[config.mk]
export PLATFORM = sky130hd
export DESIGN_NAME = timer_dev
export DESIGN_NICKNAME = d
export VERILOG_FILES = /design/src/rtl/timer_dev_pkg.sv /design/src/rtl/timer_dev.sv
export SDC_FILE = /design/constraint.sdc
export NUM_CORES = 1
export LEC_CHECK = 0
export BUFFER_PORTS_ARGS = -buffer_cell sky130_fd_sc_hd__clkbuf_2
export CORE_ASPECT_RATIO = 0.9
export CORE_MARGIN = 2
export CORE_UTILIZATION = 40
export DETAILED_ROUTE_END_ITERATION = 12
export GPL_TIMING_DRIVEN = 0
export HOLD_SLACK_MARGIN = 0.12
export PLACE_DENSITY = 0.6
export REMOVE_ABC_BUFFERS = 1
export SLEW_MARGIN = 5
export SYNTH_ARGS = -nofsm -noshare
export SYNTH_HDL_FRONTEND = slang
export SYNTH_SLANG_ARGS = --single-unit
[constraint.sdc]
create_clock -name clk -period 3.7 [get_ports clk]
set_clock_uncertainty 0.1 [all_clocks]
set_input_delay 0.37 -clock clk [delete_from_list [all_inputs] [get_ports clk]]
set_output_delay 0.37 -clock clk [all_outputs]
set_load 0.03 [all_outputs]
[src/rtl/timer_dev_pkg.sv]
// Shared constants and types for the peripheral-bus countdown timer.
package timer_dev_pkg;

  // Default device window: the timer answers for addresses 0x7F00..0x7F0F.
  localparam logic [31:0] DEFAULT_BASE_ADDR = 32'h0000_7F00;

  // Word offsets inside the device window, taken from addr[3:2].
  localparam logic [1:0] CTRL_OFF   = 2'd0;
  localparam logic [1:0] PRESET_OFF = 2'd1;
  localparam logic [1:0] COUNT_OFF  = 2'd2;

  // Bit positions of the CTRL register fields.
  localparam int unsigned CTRL_EN_BIT   = 0;
  localparam int unsigned CTRL_MODE_LSB = 1;
  localparam int unsigned CTRL_MODE_MSB = 2;
  localparam int unsigned CTRL_IM_BIT   = 3;

  // Counting modes; the encodings 1x fall back to one-shot behaviour.
  localparam logic [1:0] MODE_ONESHOT = 2'b00;
  localparam logic [1:0] MODE_RELOAD  = 2'b01;

  // Countdown controller states.
  typedef enum logic [1:0] {
    ST_IDLE = 2'd0,
    ST_LOAD = 2'd1,
    ST_CNT  = 2'd2,
    ST_INT  = 2'd3
  } timer_state_e;

  // Only the exact RELOAD encoding reloads; everything else is one-shot.
  function automatic logic is_reload(input logic [1:0] mode);
    return (mode == MODE_RELOAD);
  endfunction

endpackage

[src/rtl/timer_dev.sv]
// Programmable countdown timer responding on the CPU peripheral bus.
// Holds CTRL/PRESET/COUNT registers, a four-state countdown controller and
// the interrupt request that feeds one bit of the CPU hardware interrupt vector.
module timer_dev
  import timer_dev_pkg::*;
#(
  parameter logic [31:0] BASE_ADDR = DEFAULT_BASE_ADDR
) (
  input  logic        clk,
  input  logic        rst,
  input  logic [31:0] addr,
  input  logic [31:0] wdata,
  input  logic        we,
  output logic [31:0] rdata,
  output logic        irq
);

  logic         sel;
  logic [1:0]   offset;
  logic         ctrl_wr;
  logic         preset_wr;
  logic         en_eff;

  logic         ctrl_en;
  logic [1:0]   ctrl_mode;
  logic         ctrl_im;
  logic [31:0]  preset;
  logic [31:0]  count;
  logic         flag;

  timer_state_e state;
  timer_state_e state_next;
  logic [31:0]  count_next;
  logic         fsm_clear_en;
  logic         fsm_set_flag;

  // Byte-lane bits and the unused upper CTRL write bits are deliberately ignored.
  logic         unused_bits;

  assign unused_bits = ^{addr[1:0], wdata[31:4]};

  // The device owns a 16-byte window; the word offset picks the register.
  assign sel       = (addr[31:4] == BASE_ADDR[31:4]);
  assign offset    = addr[3:2];
  assign ctrl_wr   = we && sel && (offset == CTRL_OFF);
  assign preset_wr = we && sel && (offset == PRESET_OFF);

  // A CTRL write clearing EN freezes COUNT at the very edge it lands on.
  assign en_eff = ctrl_wr ? wdata[CTRL_EN_BIT] : ctrl_en;

  // Next-state and next-count logic of the countdown controller.
  always_comb begin
    state_next   = state;
    count_next   = count;
    fsm_clear_en = 1'b0;
    fsm_set_flag = 1'b0;
    case (state)
      ST_IDLE: begin
        if (ctrl_en) begin
          state_next = ST_LOAD;
        end
      end
      ST_LOAD: begin
        count_next = preset;
        state_next = (preset == 32'd0) ? ST_INT : ST_CNT;
      end
      ST_CNT: begin
        if (!en_eff) begin
          state_next = ST_IDLE;
        end else if (count > 32'd1) begin
          count_next = count - 32'd1;
        end else begin
          count_next = 32'd0;
          state_next = ST_INT;
        end
      end
      ST_INT: begin
        if (is_reload(ctrl_mode)) begin
          state_next = ST_LOAD;
        end else begin
          fsm_set_flag = 1'b1;
          fsm_clear_en = 1'b1;
          state_next   = ST_IDLE;
        end
      end
      default: begin
        state_next = ST_IDLE;
      end
    endcase
  end

  // Controller state and the live count value.
  always_ff @(posedge clk or negedge rst) begin
    if (!rst) begin
      state <= ST_IDLE;
      count <= 32'd0;
    end else begin
      state <= state_next;
      count <= count_next;
    end
  end

  // CTRL register; a CPU write takes priority over the one-shot EN clear.
  always_ff @(posedge clk or negedge rst) begin
    if (!rst) begin
      ctrl_en   <= 1'b0;
      ctrl_mode <= MODE_ONESHOT;
      ctrl_im   <= 1'b0;
    end else if (ctrl_wr) begin
      ctrl_en   <= wdata[CTRL_EN_BIT];
      ctrl_mode <= wdata[CTRL_MODE_MSB:CTRL_MODE_LSB];
      ctrl_im   <= wdata[CTRL_IM_BIT];
    end else if (fsm_clear_en) begin
      ctrl_en   <= 1'b0;
    end
  end

  // PRESET register; only consulted when the controller passes through LOAD.
  always_ff @(posedge clk or negedge rst) begin
    if (!rst) begin
      preset <= 32'd0;
    end else if (preset_wr) begin
      preset <= wdata;
    end
  end

  // Sticky one-shot expiry flag; any CTRL/PRESET write clears it and wins over a set.
  always_ff @(posedge clk or negedge rst) begin
    if (!rst) begin
      flag <= 1'b0;
    end else if (ctrl_wr || preset_wr) begin
      flag <= 1'b0;
    end else if (fsm_set_flag) begin
      flag <= 1'b1;
    end
  end

  // Read mux; unselected addresses and the spare offset read as zero.
  always_comb begin
    rdata = 32'd0;
    if (sel) begin
      case (offset)
        CTRL_OFF:   rdata = {28'd0, ctrl_im, ctrl_mode, ctrl_en};
        PRESET_OFF: rdata = preset;
        COUNT_OFF:  rdata = count;
        default:    rdata = 32'd0;
      endcase
    end
  end

  // Level interrupt in one-shot mode, single-cycle pulse in auto-reload mode.
  assign irq = ctrl_im && (flag || ((state == ST_INT) && is_reload(ctrl_mode)));

endmodule

==> summary.txt <==
GRT
  – Met3 GRT Util: 4.00%
  – Largest net degree at the start of global routing: 44
  – First-pass GRT wire length: 19900 um
  – Met1 global-route usage: 30.2%
  – Aggregate global-route resource usage: about 21%
  – Number of global-route vias before repair: just under 4000
  – GRT met2 Usage: 34.8%
  – Total grt overflow: 0
  – Layer with the highest usage: met2
  – Antenna violations before repair: 0

Pwr
  – Power Dens Cells: 432 mW/mm2
  – LEAKAGE: 2.27 nW
  – VDD IR max: 0.191 mV

Floorplan
  – Chip Height: 103 um
  – Initial core utilization: about two fifths
  – Core ar.: 0.0107 mm2
  – Io pins: 100
  – Row Count: 36
  – Die Wd: 114 um
  – Die area: 0.0118 mm2

Yosys
  – Count leader, synth: dfrtp_1
  – Yosys reg bits: 71
  – Yosys warns: 0
  – Ys flop type: dfrtp_1
  – Yosys top cell by area: dfrtp_1
  – Post-synth top area share: a little over 40%
  – EDFF count, synth: 0
  – Distinct cells, synth: 50
  – Synthesized area: 0.00436 mm2
  – Syn avg cell area: roughly 9 um2
  – Synth cell count leaders: dfrtp_1 (71), nor2_1 (65), mux2_2 (35)
  – Largest cells by area after synthesis: dfrtp_1 (41%), mux2_2 (9.0%), nor2_1 (5.6%)
  – Async S/R FF share, synth: 100%
  – Post-synthesis sequential area ratio: about 41%
  – Post-Syn Instances: 486

Clocking
  – Clock buffer depth: 2
  – Clock slew at reported path FFs: ~0.06 ns
  – Clock latency on the worst-skew pair: 0.33 ns
  – TritonCTS Buffers: 9
  – CTS H-Tree Depth: 3
  – Clock tree from TritonCTS: done
  – Post-CTS Setup Inserts: 0
  – Sink Count: 71
  – Root Buffer: clkbuf_16

Routing
  – Routed Wire Length: 12300 um
  – DRC viols: 0
  – DR WL/cell: 17.7 um
  – Iteration-0 DRC count of the detailed router: 250
  – Vias post-DR: 4131
  – 1st-pass router iterations: 6
  – Routed Antenna Nets: 0
  – Number of vias per cell: 5.95

Setup path
  – CP max FO: 14
  – Setup CP Type: register to register
  – Crit path largest cell delay: about 0.89 ns
  – Critical path data arrival time: around 3.4 ns
  – CP required: 3.78 ns
  – Reg2Reg Depth: 6
  – Cell Chain, Critical Path: or4_1 > or4_1 > nor4_4 > a211oi_1 > o21ai_0 > o21ai_0
  – Crit path capture type: register
  – CP Launch Type: register
  – Critical-path top delay cell: nor4_4

Layout
  – Share of post-route cells with drive strength above 1: 28.9%
  – Area Growth Syn to Fin: 19.2%
  – NumNets Final: ~630
  – ANT cells: 0
  – Final std cells w/o fill: 694

STA
  – Worst-Margin Slew: 1.24 ns
  – Final worst-path setup slack: 0.434 ns
  – Fmax: between 300 and 400 MHz
  – RSZ-0062 raised after global routing: false
  – Final period util: 88.3%
  – Slew margin rel.: 17.0%
  – Hold Fails Final Rpt: 0
  – Final period demand of the worst path: 3.27 ns
  – Final setup fails: 0
  – Pins Over Slew Limit: 0
  – Fin Hold WS: 0.163 ns
  – Sum Neg Setup Slack: 0 ns

Status
  – Status: finished, final reports clean

Placement
  – Final HPWL DP: between 8000 and 9000 um
  – IO buf count: slightly below 100
  – Global placement routability congestion: 0.837
  – Dpl cells: 677
  – Worst slack, placed: 0.00331 ns

Worst hold path
  – WHS Path Cells: 2
  – Hold Path Class: input port to register

Flow run
  – Max-cap check violation count: 0
final cells by class:
cell class,instances,area [um2]
Fill cell,1070,5520
Multi-Input combinational cell,367,2380
Sequential cell,71,1780
Timing Repair Buffer,101,556
Clock buffer,12,246
Tap cell,133,166
Clock inverter,4,45.0
Inverter,6,26.3
power by group:
part | leakage [nW] | internal, W | switching [W]
Clock | 0.146 | 0.000537 | 0.000326
Sequential | 0.904 | 0.000842 | 0.0000919
Combinational | 1.22 | 0.000160 | 0.000288
Total | 2.27 | 0.00154 | 0.000705
routing by layer:
metal | share of wire [%] | up-vias | wire length (um)
met3 | 6.5 | 7 | 802
met4 | 0.60 | 0 | 74
met1 | 47 | 2006 | 5780
met2 | 46 | 148 | 5650
li1 | - | 1970 | -
met5 | 0 | - | 0
sequential cells by signal (all words and copies together), names as in the netlist:
name	cells
count	32
ctrl_en	1
ctrl_im	1
ctrl_mode	2
flag	1
preset	32
state	2
critical path: cells and delay by family, from the launching register on:
kind / cells / cell delay [ns]
AOI/OAI and AO/OA: 3 / 0.42
DFF: 1 / 0.41
and+or+nand+nor: 3 / 2.18
cells by family after synthesis:
group                      after synthesis  synth area share (%)
and+or+nand+nor                        184                  21.5
adders and majority gates                2                 0.573
AOI/OAI and AO/OA                      141                  22.1
buffers and inverters                   48                  4.96
muxes                                   40                  10.2
DFF                                     71                  40.7
cell usage in the layout, fill, tap and decap left out, types with 5 or more instances in the layout:
cell type  synthesis  layout
a22o_1            12      12
nand2_1           33      32
mux2i_1            5       5
a22oi_1           32      32
a21oi_1           12      12
o211ai_1           6       6
inv_1              6       5
o21ai_0           22      22
clkbuf_16          0       9
nor4_1            19      19
nand4_1            6       6
a211oi_1           6       6
clkbuf_2           0      96
or3_1              8       8
or4_1              8       8
nor2_1            65      65
nand3_1            5       5
o31ai_1            5       5
dfrtp_1           71      71
o21ai_1           19      19
nor3_1            17      17
mux2_2            35      35
metrics by stage:
stage	util, %	power, W	cell area, um2
after floorplan	-	0.00120	4170
after global routing	48.5	0.00237	5200
after global placement	45.0	0.00137	4820
after detailed placement	45.6	0.00138	4890
after CTS	48.5	0.00225	5200
final	48.5	0.00224	5200
timing repair:
item,in CTS,in global routing
hold buffers,1,0
endpoints found under the setup margin,2,5
hold endpoints to repair,28,0
gates resized for setup,2,1
pin swaps,0,0
path summary, 6_finish.rpt:
check                               start          to  slack [ns]
worst max-delay path            count[12]   count[18]        0.43
worst min-delay path            wdata[14]  preset[14]        0.16
worst max register to register  count[12]   count[18]        0.43
worst min register to register       flag        flag        0.41
max in group asynchronous             rst  preset[22]        2.47
min in group asynchronous             rst   preset[2]        0.45
Note: power is estimated with default switching activity, not from simulation.
